### src/rtl/fifo_rd_ctrl.sv
// Read-side controller of the async FIFO: owns the read pointer, turns the
// synchronized Gray write pointer into empty/almost_empty/level flags.
module fifo_rd_ctrl #(
  parameter int ADDR      = 4,
  parameter int AE_THRESH = 2
) (
  input  logic            rd_clk,
  input  logic            rst,
  input  logic            rd_en,
  input  logic [ADDR:0]   sync_wr_ptr,
  output logic [ADDR-1:0] rd_addr,
  output logic            rd_mem_en,
  output logic [ADDR:0]   gr_rd_ptr,
  output logic            empty,
  output logic            almost_empty,
  output logic [ADDR:0]   rd_level,
  output logic            rd_valid,
  output logic            underflow
);

  localparam logic [ADDR:0] AE_LVL = (ADDR+1)'(AE_THRESH);

  logic [ADDR:0] rd_bin, rd_bin_next, gr_next, wr_bin, level_next;
  logic          rd_inc;

  always_comb begin
    rd_inc      = rd_en & ~empty;
    rd_bin_next = rd_bin + {{ADDR{1'b0}}, rd_inc};
    gr_next     = rd_bin_next ^ (rd_bin_next >> 1);
    // Gray->binary: bit i is the XOR of all Gray bits from MSB down to i.
    wr_bin      = '0;
    for (int i = 0; i <= ADDR; i++) wr_bin[i] = ^(sync_wr_ptr >> i);
    level_next  = wr_bin - rd_bin_next;
  end

  assign rd_addr   = rd_bin[ADDR-1:0];
  assign rd_mem_en = rd_inc;

  always_ff @(posedge rd_clk or negedge rst) begin
    if (!rst) begin
      rd_bin       <= '0;
      gr_rd_ptr    <= '0;
      empty        <= 1'b1;
      almost_empty <= 1'b1;
      rd_level     <= '0;
      rd_valid     <= 1'b0;
      underflow    <= 1'b0;
    end else begin
      rd_bin       <= rd_bin_next;
      gr_rd_ptr    <= gr_next;
      // Flags use the post-read pointer so the last read closes the FIFO at once.
      empty        <= (gr_next == sync_wr_ptr);
      almost_empty <= (level_next <= AE_LVL);
      rd_level     <= level_next;
      rd_valid     <= rd_inc;
      underflow    <= underflow | (rd_en & empty);
    end
  end

endmodule

### config.mk
export PLATFORM = sky130hd
export DESIGN_NAME = fifo_rd_ctrl
export DESIGN_NICKNAME = d
export VERILOG_FILES = /design/src/rtl/fifo_rd_ctrl.sv
export SDC_FILE = /design/constraint.sdc
export NUM_CORES = 1
export LEC_CHECK = 0
export CORE_AREA = 2 2 64 66
export CTS_BUF_LIST = sky130_fd_sc_hd__clkbuf_4 sky130_fd_sc_hd__clkbuf_8 sky130_fd_sc_hd__clkbuf_16
export CTS_CLUSTER_DIAMETER = 100
export DETAILED_ROUTE_END_ITERATION = 6
export DIE_AREA = 0 0 66 68
export REMOVE_ABC_BUFFERS = 1
export SETUP_SLACK_MARGIN = 0.05
export SYNTH_ARGS = -nofsm -noshare
export SYNTH_HDL_FRONTEND = slang
export SYNTH_SLANG_ARGS = --single-unit
### constraint.sdc
create_clock -name rd_clk -period 4.05 [get_ports rd_clk]
set_input_delay 0.6075 -clock rd_clk [delete_from_list [all_inputs] [get_ports rd_clk]]
set_output_delay 0.6075 -clock rd_clk [all_outputs]
set_load 0.05 [all_outputs]
# After elaboration in Yosys (flattened, before gate mapping)
# Index checks and enable logic that the tools add are counted.
# Widths: inputs -> output; s select.
[op_classes] n_reduce_logical=5 bitwise_logic=5 n_addsub=2 order_cmp=1 n_eq_ne=1
[ops] operator="$reduce_xor 5->1" n=5
[ops] operator="$add 5x1->5" n=1
[ops] operator="$eq 5x5->1" n=1
[ops] operator="$le 5x2->1 const B" n=1
[ops] operator="$sub 5x5->5" n=1
[ops] operator="$xor 5x4->5" n=1
[ops] operator="$and 1x1->1" n=2
[ops] operator="$not 1->1" n=1
[ops] operator="$or 1x1->1" n=1
[word_totals] reg_bits=19 input_bits=8

# Depth between registers and ports, before layout
[logic_depth] word_depth=5 mapped_depth=10

# Worst setup path after synthesis
# No wires, ideal clock.
[synth_timing] kind="input port to flip-flop" from="input rd_en" to="register almost_empty" cell_stages=10 path_slack_ns=0.700 t_required_ns=3.966 arrival_ns=3.266 path_buffers=0 path_cell_list="nor2b_1 ha_1 ha_1 xor2_2 inv_1 ha_1 o21ai_0 a21bo_1 o31ai_2 nor3b_1"
[synth_between] elab_chain_cells=4
[synth_rtl] element="start, declared" line="9" source="input logic rd_en,"
[synth_rtl] element="$and 1x1->1" line="27" source="rd_inc = rd_en & ~empty;"
[synth_rtl] element="$add 5x1->5" line="28" source="rd_bin_next = rd_bin + {{ADDR{1'b0}}, rd_inc};"
[synth_rtl] element="named net rd_bin_next[2]" line="23" source="logic [ADDR:0] rd_bin, rd_bin_next, gr_next, wr_bin, level_next;"
[synth_rtl] element="$sub 5x5->5" line="33" source="level_next = wr_bin - rd_bin_next;"
[synth_rtl] element="$le 5x2->1" line="53" source="almost_empty <= (level_next <= AE_LVL);"
[synth_rtl] element="end signal, assigned" line="53"
[synth_rtl] element="end, declared" line="15" source="output logic almost_empty,"
# The timed path passes the listed nets, and every way through them passes these cells.

# Final worst setup path
# Ends and elaborated chain as after synthesis.

==> out/metrics.yaml <==
clocking:
  cts-root-buf: "clkbuf_8"
  cts_buffer_depth: 2
  insertion_delay_ps: 250
  cts_resized: 0
  post_cts_buffers: 0
  cts_buffers: 3
  cts_sinks: 18
  holdBufCountCts: 0
  clk_pin_slew_ps: 70
  cts_tree: "yes"
  htree_levels: 1
grt:
  grt_antenna_before_repair: 0
  grt-ovfl-total: 0
  grt_start_max_net_pins: 19
  grt_first_pass_wirelength_um: 2753
  gr-usage-all-layers_pct: 8.135
  grt_pass1_vias: 663
finish:
  drive_gt1_share_pct: 9.091
  area_delta_synth_final_pct: 40.46
  num_antenna_cells: 0
  nFillCells: 402
  regArea_um2: 452.9
  multiInputGateArea_um2: 430.4
  fin_nets: 124
worst_setup_path:
  critPathKind: "input port to register"
  endpoint: "almost_empty"
  slowest_delay_ps: 470
  crit-reg2reg-launch: "empty"
  cp-start-kind: "input port"
  r2r-end: "almost_empty"
  required_ps: 4220
  critical_path_arrival_ps: 3230
  path_common_cell: "ha_1"
  reg2regPathDepth: 10
  cp-startpoint: "rd_en"
  crit_fanout: 6
  rrSetupSlack_ps: 1410
  critPathSlowestCell: "clkdlybuf4s50_1"
  cp_cell_sequence: "clkdlybuf4s50_1 > nor2b_1 > ha_1 > ha_1 > xor2_2 > inv_1 > ha_1 > o21ai_0 > a21bo_1 > o31ai_2 > nor3b_1"
  worst_setup_path_end_kind: "register"
sta:
  worst_pin_slew_ps: 773.5
  rsz0062_at_grt: "no"
  skew_ps: 4.359
  min_period_ps: 3066
  fin_tns_setup_ps: 0
  finalHoldViolations: 0
  finalCritPeriodShare_pct: 75.70
  relSlewSlack_pct: 48.28
  finalMaxSlewViolations: 0
  fmax_mhz: 326.2
  setup_viol: 0
floorplan:
  io_pins: 27
  coreArea_um2: 3856
  fp-row-count: 23
  die_h_um: 68
  die_w_um: 66
  die_area_um2: 4488
  initial_core_util_pct: 23.98
drt:
  firstDrtPassIters: 2
  drt_iter0_drc: 16
  drt.antenna.violating_nets: 0
  vias_per_cell: 3.975
  vias: 636
  top_layer: "met4"
  wl_um: 1664
  wl_met1_um: 711
  dr_wl_met3_um: 74
  wl_met2_um: 849
  drt-wirelength-per-cell_um: 10.40
  drcViolationCount: 0
synthesis:
  synth_commonest_cells: "16 x dfrtp_1, 11 x xor2_1, 10 x inv_1, 9 x xnor2_1, 5 x ha_1"
  synth_top_cell_by_area: "dfrtp_1"
  synthesis.area_um2: 924.6
  ys.flop_type: "dfrtp_1"
  synth_compound_area_share_pct: 7.848
  synth_warnings: 0
  ys_top_cells_by_area: "dfrtp_1 43%, xor2_1 10%, xnor2_1 8.5%, ha_1 6.8%, dfstp_2 5.7%"
  syn_area_per_cell_um2: 11.42
  synth-xor-area-share_pct: 22.46
  syn_inst: 81
  yosysMostFrequentCell: "dfrtp_1"
  yosys.area_share.adder_pct: 6.766
  synth-simple-area-share_pct: 9.472
  synthMuxAreaShare_pct: 0
  synth-async-reset-ratio_pct: 100.0
  synth_seq_area_share_pct: 48.99
  ys_ff_latch: 18
  yosysUniqueCellTypes: 26
  synth_top_family_by_area: "XOR/XNOR gates"
  synth_enable_flop_cells: 0
  netlist.area_leader.share_pct: 43.30
placement:
  gp_congestion: 0.8090
  hpwl_um: 1379
  io_buffers: 26
run_status:
  outcome: "complete, no violations"
hold_path:
  hold_depth: 1
  hold_class: "register to register"
run:
  maxCapViolations: 0
-- registers in the layout (all words and copies together) (netlist names) --
signal        count
gr_rd_ptr         5
rd_valid          1
rd_bin            4
empty             1
rd_level          5
underflow         1
almost_empty      1
-- worst min-delay path by stage --
stage | from | slack, ps | endpoint
finish | underflow | 460 | underflow
global placement | underflow | 440 | underflow
global route | underflow | 490 | underflow
CTS | underflow | 470 | underflow
detailed placement | underflow | 450 | underflow
floorplan | rst | 310 | gr_rd_ptr[0]
-- layer usage --
layer | vias to the layer above | GRT usage (%)
met4 | 0 | 5.612
li1 | 322 | -
met2 | 15 | 13.64
met3 | 2 | 0.6579
met1 | 297 | 10.00
met5 | - | 0
-- stage by stage --
stage,setup slack (ps),cells,area (µm²),hold WS (ps),util [%]
6_report,984.3,160,1299,459.7,33.68
5_1_grt,713.5,160,1299,491.0,33.68
4_1_cts,956.7,160,1299,467.8,33.68
3_5_place_dp,723.3,156,1244,452.6,32.25
3_3_place_gp,754.7,156,1244,443.0,32.25
2_1_floorplan,700.3,80,920.9,311.9,-
-- layout by cell type (no fill, tap or decap), drive strengths merged --
cell type / count
o41ai: 1
dfstp: 2
o211ai: 1
xor2: 13
a21bo: 1
nor3b: 1
or3: 1
a21oi: 1
and3: 1
nand4b: 1
ha: 5
o21ai: 1
o31ai: 1
xnor2: 9
nand2: 2
nand2b: 1
inv: 10
clkbuf: 4
nor2b: 1
a2111oi: 1
a21o: 2
nor2: 3
clkdlybuf4s50: 26
dfrtp: 16
nand3: 4
nor4: 1
-- critical path, delay by kind of cell --
family,cells,cell delay [ps]
AND/OR/NAND/NOR,2,400
buffers and inverters,2,550
AO/OA/AOI/OAI,3,670
XOR/XNOR,1,340
adder cells (fa/ha/maj),3,650
-- layout make-up --
| type | count | share of cell area, % |
|---|---|---|
| inverters | 10 | 2.890 |
| multi-input cells | 52 | 33.14 |
| flip-flops and latches | 18 | 34.87 |
| repair buffers | 26 | 20.04 |
| well taps | 50 | 4.817 |
| clock buffers | 4 | 4.239 |
-- logic make-up (layout without fill, tap and decap cells) --
logic type,count (synthesis),after routing
buf+inv,11,40
fa+ha+maj,5,5
flops,18,18
simple gates,16,16
compound gates,9,9
xor+xnor,22,22
Power is left out: the tool's default activity adds up to more than one toggle a clock period on the data nets, which glitch-free logic cannot reach.
